==> config.mk <==
export PLATFORM = sky130hd
export DESIGN_NAME = dfd_xtrigger_receive_qualifier
export DESIGN_NICKNAME = d
export VERILOG_FILES = /design/src/rtl/dfd_xtrigger_receive_qualifier.sv
export SDC_FILE = /design/constraint.sdc
export NUM_CORES = 1
export LEC_CHECK = 0
export CAP_MARGIN = 20
export CORE_MARGIN = 2
export CORE_UTILIZATION = 59
export DETAILED_ROUTE_END_ITERATION = 8
export GPL_ROUTABILITY_DRIVEN = 0
export GPL_TIMING_DRIVEN = 0
export PLACE_DENSITY_LB_ADDON = 0.05
export SYNTH_ARGS = -nofsm -noshare
export SYNTH_HDL_FRONTEND = slang
export SYNTH_SLANG_ARGS = --single-unit
==> constraint.sdc <==
create_clock -name clock -period 7.5 [get_ports clock]
set_input_delay 1.125 -clock clock [delete_from_list [all_inputs] [get_ports clock]]
set_output_delay 1.125 -clock clock [all_outputs]
set_load 0.05 [all_outputs]
==> src/rtl/dfd_xtrigger_receive_qualifier.sv <==
// Receive-side cross-trigger conditioning: per channel synchronizer, min-width qualifier,
// single-cycle pulse generation, re-trigger holdoff and saturating event/glitch status.
module dfd_xtrigger_receive_qualifier #(
    parameter int unsigned XTRIGGER_WIDTH  = 2,
    parameter int unsigned QUAL_CNTR_WIDTH = 8,
    parameter int unsigned SYNC_STAGES     = 2
) (
    input  logic                                      clock,
    input  logic                                      reset,
    input  logic [XTRIGGER_WIDTH-1:0]                 xtrigger_in_async,
    input  logic [XTRIGGER_WIDTH-1:0]                 cfg_enable,
    input  logic [XTRIGGER_WIDTH*QUAL_CNTR_WIDTH-1:0] cfg_min_width,
    input  logic [XTRIGGER_WIDTH*QUAL_CNTR_WIDTH-1:0] cfg_holdoff,
    input  logic                                      cfg_status_clr,
    output logic [XTRIGGER_WIDTH-1:0]                 xtrigger_pulse_out,
    output logic [XTRIGGER_WIDTH-1:0]                 xtrigger_level_out,
    output logic [XTRIGGER_WIDTH*QUAL_CNTR_WIDTH-1:0] xtrigger_event_cnt,
    output logic [XTRIGGER_WIDTH-1:0]                 xtrigger_glitch_seen
);

    localparam int unsigned CW = QUAL_CNTR_WIDTH;
    localparam int unsigned SS = SYNC_STAGES;

    typedef enum logic [1:0] {
        ST_IDLE    = 2'd0,
        ST_QUAL    = 2'd1,
        ST_ACTIVE  = 2'd2,
        ST_HOLDOFF = 2'd3
    } state_e;

    for (genvar ch = 0; ch < int'(XTRIGGER_WIDTH); ch++) begin : g_ch

        logic [SS-1:0] sync_q;
        logic          sync_s;

        state_e        state_q, state_d;
        logic [CW-1:0] qcnt_q, qcnt_d;
        logic [CW-1:0] hcnt_q, hcnt_d;
        logic          pulse_q, pulse_d;
        logic          level_q, level_d;
        logic          glitch_q, glitch_d;
        logic [CW-1:0] evcnt_q, evcnt_d;

        logic [CW-1:0] cfg_min_c;
        logic [CW-1:0] cfg_hold_c;
        logic [CW-1:0] min_w_c;
        logic [CW:0]   qcnt_inc_c;
        logic [CW:0]   hcnt_inc_c;
        logic          en_c;
        logic          glitch_set_c;

        // Synchronizer runs regardless of enable so the channel sees a settled level when enabled.
        always_ff @(posedge clock) begin
            if (reset) begin
                sync_q <= '0;
            end else begin
                sync_q <= {sync_q[SS-2:0], xtrigger_in_async[ch]};
            end
        end

        assign sync_s     = sync_q[SS-1];
        assign en_c       = cfg_enable[ch];
        assign cfg_min_c  = cfg_min_width[ch*CW +: CW];
        assign cfg_hold_c = cfg_holdoff[ch*CW +: CW];
        assign min_w_c    = (cfg_min_c == '0) ? CW'(1) : cfg_min_c;
        // One extra bit so a target lowered below the running count compares without wrapping.
        assign qcnt_inc_c = {1'b0, qcnt_q} + (CW + 1)'(1);
        assign hcnt_inc_c = {1'b0, hcnt_q} + (CW + 1)'(1);

        always_ff @(posedge clock) begin
            if (reset) begin
                state_q  <= ST_IDLE;
                qcnt_q   <= '0;
                hcnt_q   <= '0;
                pulse_q  <= 1'b0;
                level_q  <= 1'b0;
                glitch_q <= 1'b0;
                evcnt_q  <= '0;
            end else begin
                state_q  <= state_d;
                qcnt_q   <= qcnt_d;
                hcnt_q   <= hcnt_d;
                pulse_q  <= pulse_d;
                level_q  <= level_d;
                glitch_q <= glitch_d;
                evcnt_q  <= evcnt_d;
            end
        end

        always_comb begin
            state_d = state_q;
            qcnt_d  = qcnt_q;
            hcnt_d  = hcnt_q;
            if (!en_c) begin
                state_d = ST_IDLE;
                qcnt_d  = '0;
                hcnt_d  = '0;
            end else begin
                unique case (state_q)
                    ST_IDLE: begin
                        if (sync_s) begin
                            if (min_w_c == CW'(1)) begin
                                state_d = ST_ACTIVE;
                            end else begin
                                state_d = ST_QUAL;
                                qcnt_d  = CW'(1);
                            end
                        end
                    end
                    ST_QUAL: begin
                        if (!sync_s) begin
                            state_d = ST_IDLE;
                            qcnt_d  = '0;
                        end else if (qcnt_inc_c >= {1'b0, min_w_c}) begin
                            state_d = ST_ACTIVE;
                            qcnt_d  = '0;
                        end else begin
                            qcnt_d = qcnt_inc_c[CW-1:0];
                        end
                    end
                    ST_ACTIVE: begin
                        if (!sync_s) begin
                            if (cfg_hold_c != '0) begin
                                state_d = ST_HOLDOFF;
                                hcnt_d  = '0;
                            end else begin
                                state_d = ST_IDLE;
                            end
                        end
                    end
                    ST_HOLDOFF: begin
                        if (hcnt_inc_c >= {1'b0, cfg_hold_c}) begin
                            state_d = ST_IDLE;
                            hcnt_d  = '0;
                        end else begin
                            hcnt_d = hcnt_inc_c[CW-1:0];
                        end
                    end
                    default: begin
                        state_d = ST_IDLE;
                        qcnt_d  = '0;
                        hcnt_d  = '0;
                    end
                endcase
            end
        end

        // Pulse marks entry into ACTIVE; status clear dominates any same-cycle update.
        always_comb begin
            pulse_d      = 1'b0;
            level_d      = 1'b0;
            glitch_set_c = 1'b0;
            glitch_d     = glitch_q;
            evcnt_d      = evcnt_q;

            pulse_d      = en_c && (state_d == ST_ACTIVE) && (state_q != ST_ACTIVE);
            level_d      = en_c && (state_d == ST_ACTIVE);
            glitch_set_c = en_c && (state_q == ST_QUAL) && !sync_s;

            if (cfg_status_clr) begin
                glitch_d = 1'b0;
                evcnt_d  = '0;
            end else begin
                glitch_d = glitch_q | glitch_set_c;
                if (pulse_d && (evcnt_q != '1)) begin
                    evcnt_d = evcnt_q + CW'(1);
                end
            end
        end

        assign xtrigger_pulse_out[ch]          = pulse_q;
        assign xtrigger_level_out[ch]          = level_q;
        assign xtrigger_glitch_seen[ch]        = glitch_q;
        assign xtrigger_event_cnt[ch*CW +: CW] = evcnt_q;
    end

endmodule

==> results of run 1 <==
[metal layers]
layer  part of all wire  wire length [um]  global-route usage  vias up
li1                   -                 -                   -     2017
met5                  0                 0                   0        -
met3              0.055               541              0.0443       21
met1               0.46              4480               0.343     1832
met2               0.46              4500               0.419      131
met4              0.023               229               0.127        0
[Yosys cell counts, drive strengths merged (2+ instances only)]
library cell | count | share of area
xnor2 | 16 | 0.034
a21oi | 34 | 0.041
a21o | 8 | 0.014
nor2 | 55 | 0.050
dfxtp | 62 | 0.30
nor3 | 17 | 0.022
nand4 | 8 | 0.012
xor2 | 8 | 0.017
o22ai | 3 | 0.0045
or3 | 13 | 0.020
or2 | 6 | 0.0096
nand3 | 27 | 0.033
mux2i | 3 | 0.0072
a22oi | 17 | 0.031
a211oi | 4 | 0.0072
o31ai | 8 | 0.014
buf | 14 | 0.022
o21ai | 28 | 0.035
a31oi | 3 | 0.0045
nor2b | 10 | 0.015
nand2b | 9 | 0.014
and4 | 2 | 0.0042
clkbuf | 10 | 0.011
o311ai | 3 | 0.0063
nor4 | 3 | 0.0075
ha | 38 | 0.11
o211ai | 3 | 0.0054
and3 | 9 | 0.014
nand2 | 28 | 0.025
inv | 39 | 0.035
nand3b | 6 | 0.011
or4 | 11 | 0.022
[sequential cells by signal (all words and copies together), names as in the netlist]
register       cells
g_ch.sync_q        4
g_ch.glitch_q      2
g_ch.hcnt_q       16
g_ch.qcnt_q       16
g_ch.pulse_q       2
g_ch.evcnt_q      16
g_ch.level_q       2
g_ch.state_q       4
[cells by family after synthesis]
logic type	Yosys count
DFF	62
adders and majority gates	38
buffers and inverters	63
xor gates and xnor gates	24
muxes	3
AOI/OAI and AO/OA	125
and+or+nand+nor	206
[cells in the final DEF (no fill, tap or decap), types with 17 or more instances in the layout]
| master | netlist | routed |
|---|---|---|
| ha_1 | 38 | 38 |
| nand3_1 | 27 | 27 |
| nand2_1 | 28 | 28 |
| inv_1 | 39 | 39 |
| clkdlybuf4s50_1 | 0 | 60 |
| nor2_1 | 54 | 54 |
| a22oi_1 | 17 | 17 |
| dfxtp_1 | 62 | 62 |
| a21oi_1 | 34 | 34 |
| o21ai_0 | 17 | 17 |
[worst paths after layout]
| path | cells past startpoint | slack, ns | end | start |
|---|---|---|---|---|
| setup reg to reg | 13 | 3.75 | g_ch[1].evcnt_q[5] | g_ch[1].hcnt_q[0] |
| hold / removal | 1 | 0.44 | g_ch[0].sync_q[1] | g_ch[0].sync_q[0] |
| hold reg to reg | 1 | 0.44 | g_ch[0].sync_q[1] | g_ch[0].sync_q[0] |
| setup / recovery | 13 | 3.45 | g_ch[0].pulse_q | cfg_min_width[4] |
[power groups by stage]
stage	logic, mW	registers, mW	clock network [mW]
after floorplan	0.0327	0.340	0
after global placement	0.0643	0.340	0
after detailed placement	0.0657	0.340	0
after CTS	0.0663	0.333	0.248
after global routing	0.0734	0.333	0.268
final	0.0664	0.333	0.245
[worst max-delay path: stages]
cell and delay, ns:
clkdlybuf4s50_1 0.43, nor4_1 0.48, nand2_1 0.16, nand2b_1 0.11
ha_1 0.23, nor2b_1 0.11, o21ai_0 0.10, and4_1 0.26
nor3_2 0.48, o311a_1 0.32, buf_2 0.23, nor3_1 0.08
and2_1 0.18
[cell type report]
class                   count  share of cell area
inverters                  39              0.0291
clock buffers              12              0.0289
multi-input cells         396               0.523
flip-flops and latches     62               0.247
repair buffers             60               0.119
well taps                  96              0.0239
plain buffers              24              0.0274
clock inverters             2             0.00199
==> reports/metrics.cfg, run 1 <==
[die]
die-area_sq_um=7730
start_util=0.611
ios=61
die_w_um=87.9
core.rowCount=30
core_area_sq_um=6790
die-height_um=87.9

[clock_network]
tritoncts=built
cts_buffers=9
cts_hold_buf=0
clockRootBuffer=clkbuf_8
clkSlewWorstSetupHoldPaths_ns=0.06
cts_resized=0
insertion_delay_ns=0.34
cts.sinks=62
htree_num_levels=3
clockBufferDepth=2
cts_setup_buffers=0

[worst_hold_path]
hold_class=flip-flop to flip-flop

[synth]
muxShareOfSynthArea=0.00723
ys_seq_area_frac=0.299
synth_xor_area_frac=0.0506
synth-main-ff-cell=dfxtp_1
synth_compound_area_frac=0.198
synthesis.area_sq_um=4150
avgSynthCellArea_sq_um=7.97
synth_seq_cells=62
netlist_instances=521
synth-simple-area-share=0.262
synth_top_family_by_area=simple AND/OR/NAND/NOR gates
syn_nets=598
synthAdderAreaFrac=0.114
async_flop_share=0
synth_warnings=0
synth-edff-count=0
synth_cell_type_count=60

[pwr]
pwr_density_cell_nw_per_um2=128
power_leakage_nw=2.02
p_switching_mw=0.155
p_seq_frac=0.517
swShare=0.241
cellInternalPower_mw=0.489
combPwrFrac=0.103
pwr-share-clk=0.380
power.total_mw=0.644
peakVddDrop_v=0.0000899

[timing]
rsz0062_at_grt=no
hold_viol_final=0
setup_viol=0
fin_setup_tns_ns=0
timing.fmax_ghz=0.247
min_period_ns=4.05
finalCritPeriodShare=0.540
tightest_slew_ns=0.694
fin_skew_ns=0.00943
whs_ns=0.439
finalMaxSlewViolations=0
slew-limit-headroom=0.530
fin_ws_ns=3.45

[place]
dpl_cell_area_sq_um=4870
place_ws_ns=3.05
dp_cells=677
port_buffers=60
hpwl_mm=7.47

[cells_and_area]
final_nets=669
multi_input_area_sq_um=2630
final.fill_count=550
drive_gt1_frac=0.0689
final_cell_area_sq_um=5030
area_growth_pct=21.1
diodes=0
final_util=0.740
final_cells=691
seq_area_sq_um=1240

[routing]
drc=0
routed_via_density=5.79
drt_pass1_iterations=4
totalWireLength_mm=9.75
wl_per_cell_um=14.1
route.vias.total=4001
postRouteAntennaNets=0
drt_iter0_drc=226

[worst_setup_path]
start_kind=input pin
crit_fanout=10
crit_arrival_ns=4.28
critPathKind=input pin to flip-flop
crit_path_end_kind=flip-flop
crit_required_ns=7.73

[grt]
grt_pass1_wl_mm=16.0
grt_pass1_vias=3643
grt_max_degree=11
grt_usage=0.262
gr-total-overflow=0
antenna_found_initial=0

[outcome]
status=finished clean

[run]
drv_cap=0

Power figures use the tool's default switching activity.
==> run 2, diff against run 1 <==
--- a/config.mk
+++ b/config.mk
@@ -7,7 +7,7 @@
 export LEC_CHECK = 0
 export CAP_MARGIN = 20
 export CORE_MARGIN = 2
-export CORE_UTILIZATION = 59
+export CORE_UTILIZATION = 55
 export DETAILED_ROUTE_END_ITERATION = 8
 export GPL_ROUTABILITY_DRIVEN = 0
 export GPL_TIMING_DRIVEN = 0
==> constraint.sdc (replaced) <==
create_clock -name clock -period 4 [get_ports clock]
set_input_delay 0.6 -clock clock [delete_from_list [all_inputs] [get_ports clock]]
set_output_delay 0.6 -clock clock [all_outputs]
set_load 0.05 [all_outputs]
==> reports/metrics.cfg, run 2 (synthesized netlist as in run 1, its figures left out) <==
[die]
ios=61  ; unchanged
die-height_um=90.9  ; +3.4%
core.rowCount=31  ; +3.3%
start_util=0.569  ; -0.0417
die_w_um=90.9  ; +3.4%
die-area_sq_um=8260  ; +6.9%
core_area_sq_um=7290  ; +7.3%

[worst_hold_path]
worstHoldStart=g_ch[1].sync_q[0]
hold_class=flip-flop to flip-flop
hold_path_end=g_ch[1].sync_q[1]
whs_path_depth=1  ; unchanged

[routing]
postRouteAntennaNets=0  ; unchanged
wl_per_cell_um=13.9  ; -1.5%
drc=0  ; unchanged
route.vias.total=4017  ; +0.40%
drt_pass1_iterations=5  ; +1
totalWireLength_mm=9.67  ; -0.83%
routed_via_density=5.77  ; -0.32%
drt_iter0_drc=173  ; -23%

[timing]
min_period_ns=3.71
fin_setup_tns_ns=0  ; unchanged
rsz0062_at_grt=no
whs_ns=0.440  ; +0.000387 ns
fin_skew_ns=0.00826  ; -0.00117 ns
finalMaxSlewViolations=0  ; unchanged
slew-limit-headroom=0.553  ; +0.0228
tightest_slew_ns=0.661  ; -0.0336 ns
timing.fmax_ghz=0.270
hold_viol_final=0  ; unchanged
finalCritPeriodShare=0.926
setup_viol=0  ; unchanged

[worst_setup_path]
r2r_start=g_ch[1].hcnt_q[0]
path_cells=ha_1 > nand3_1 > or2_2 > xnor2_1 > ha_1 > nand3_1 > or3_1 > o21bai_4 > nor2_2 > o41a_1 > buf_4 > nor4_2 > mux2i_1
rr_endpoint=g_ch[1].evcnt_q[5]
crit_fanout=10  ; unchanged
critical_path.slowest_cell=o41a_1
cp_num_buf_inv=1  ; -1
start_kind=flip-flop
max_stage_delay_ns=0.51  ; +0.03 ns
crit_required_ns=4.27  ; -3.46 ns
crit_path_end_kind=flip-flop
critPathKind=flip-flop to flip-flop
crit_family=simple AND/OR/NAND/NOR gates
crit_arrival_ns=3.98  ; -0.30 ns
regToRegSetupSlack_ns=0.29  ; -3.46 ns
ff2ff_path_depth=13  ; unchanged

[grt]
antenna_found_initial=0  ; unchanged
grt_max_degree=12  ; +1
grt_usage=0.241  ; -0.0214
gr-total-overflow=0  ; unchanged
grt_pass1_vias=3767  ; +3.4%
grt_pass1_wl_mm=16.5  ; +2.8%

[clock_network]
clkSlewWorstSetupHoldPaths_ns=0.07  ; about the same
tritoncts=built
clockRootBuffer=clkbuf_8
cts_hold_buf=0  ; unchanged
insertion_delay_ns=0.34  ; about the same
htree_num_levels=3  ; unchanged
cts_resized=0  ; unchanged
cts_buffers=9  ; unchanged
clockBufferDepth=2  ; unchanged
cts.sinks=62  ; unchanged
cts_setup_buffers=0  ; unchanged

[cells_and_area]
final_nets=669  ; unchanged
final_common_cell=dfxtp_1
final_cell_mix=62 x dfxtp_1, 60 x clkdlybuf4s50_1, 54 x nor2_1, 39 x inv_1, 38 x ha_1
diodes=0  ; unchanged
reg.largest.list=g_ch.evcnt_q x16, g_ch.hcnt_q x16, g_ch.qcnt_q x16
drive_gt1_frac=0.0754  ; +0.00647
area_growth_pct=21.7

[pwr]
pwr_density_cell_nw_per_um2=244  ; +91%
peakVddDrop_v=0.000145  ; +61%
power_leakage_nw=2.02  ; about the same

[outcome]
status=finished clean

[run]
drv_cap=0  ; unchanged

[place]
port_buffers=60  ; unchanged
hpwl_mm=7.58  ; +1.5%

-- run 2: how the worst max path moves through the flow --
stage                                 start  slack, ns                 end  depth (start not counted)
after CTS                 g_ch[1].hcnt_q[0]       0.30  g_ch[1].evcnt_q[5]                         13
final                     g_ch[1].hcnt_q[0]       0.29  g_ch[1].evcnt_q[5]                         13
after global routing      g_ch[1].hcnt_q[0]       0.05  g_ch[1].evcnt_q[5]                         13
after global placement     cfg_min_width[4]       0.17     g_ch[0].pulse_q                         13
after detailed placement   cfg_min_width[4]       0.17     g_ch[0].pulse_q                         13
after floorplan           g_ch[1].hcnt_q[0]       0.69  g_ch[1].evcnt_q[7]                         13
-- run 2: where the power goes --
group | leakage (nW) | switching (mW) | internal, mW
combinational | 1.44 | 0.0621 | 0.0620
sequential | 0.500 | 0.00314 | 0.621
clock | 0.0841 | 0.248 | 0.238
-- run 2: stage by stage --
stage | instances | power, mW | util | area, sq um | setup slack (ns)
5_1_grt | 696 | 1.29 | 0.693 | 5050 | 0.0538
6_report | 696 | 1.23 | 0.693 | 5050 | 0.294
3_3_place_gp | 680 | 0.758 | 0.669 | 4880 | 0.166
2_1_floorplan | 521 | 0.698 | - | 4150 | 0.693
4_1_cts | 696 | 1.24 | 0.693 | 5050 | 0.303
3_5_place_dp | 680 | 0.762 | 0.669 | 4880 | 0.172
-- run 2: layout make-up --
class	instances	area, sq um
clock buffers	10	138
plain buffers	24	138
repair buffers	60	601
clock inverters	6	37.5
fillers	627	2240
multi-input cells	396	2630
well taps	99	124
flip-flops and latches	62	1240
inverters	39	146
-- run 2: metal layers --
metal	part of all wire	track usage
met4	0.022	0.0960
met2	0.46	0.397
met5	0	0
met1	0.48	0.312
met3	0.040	0.0417
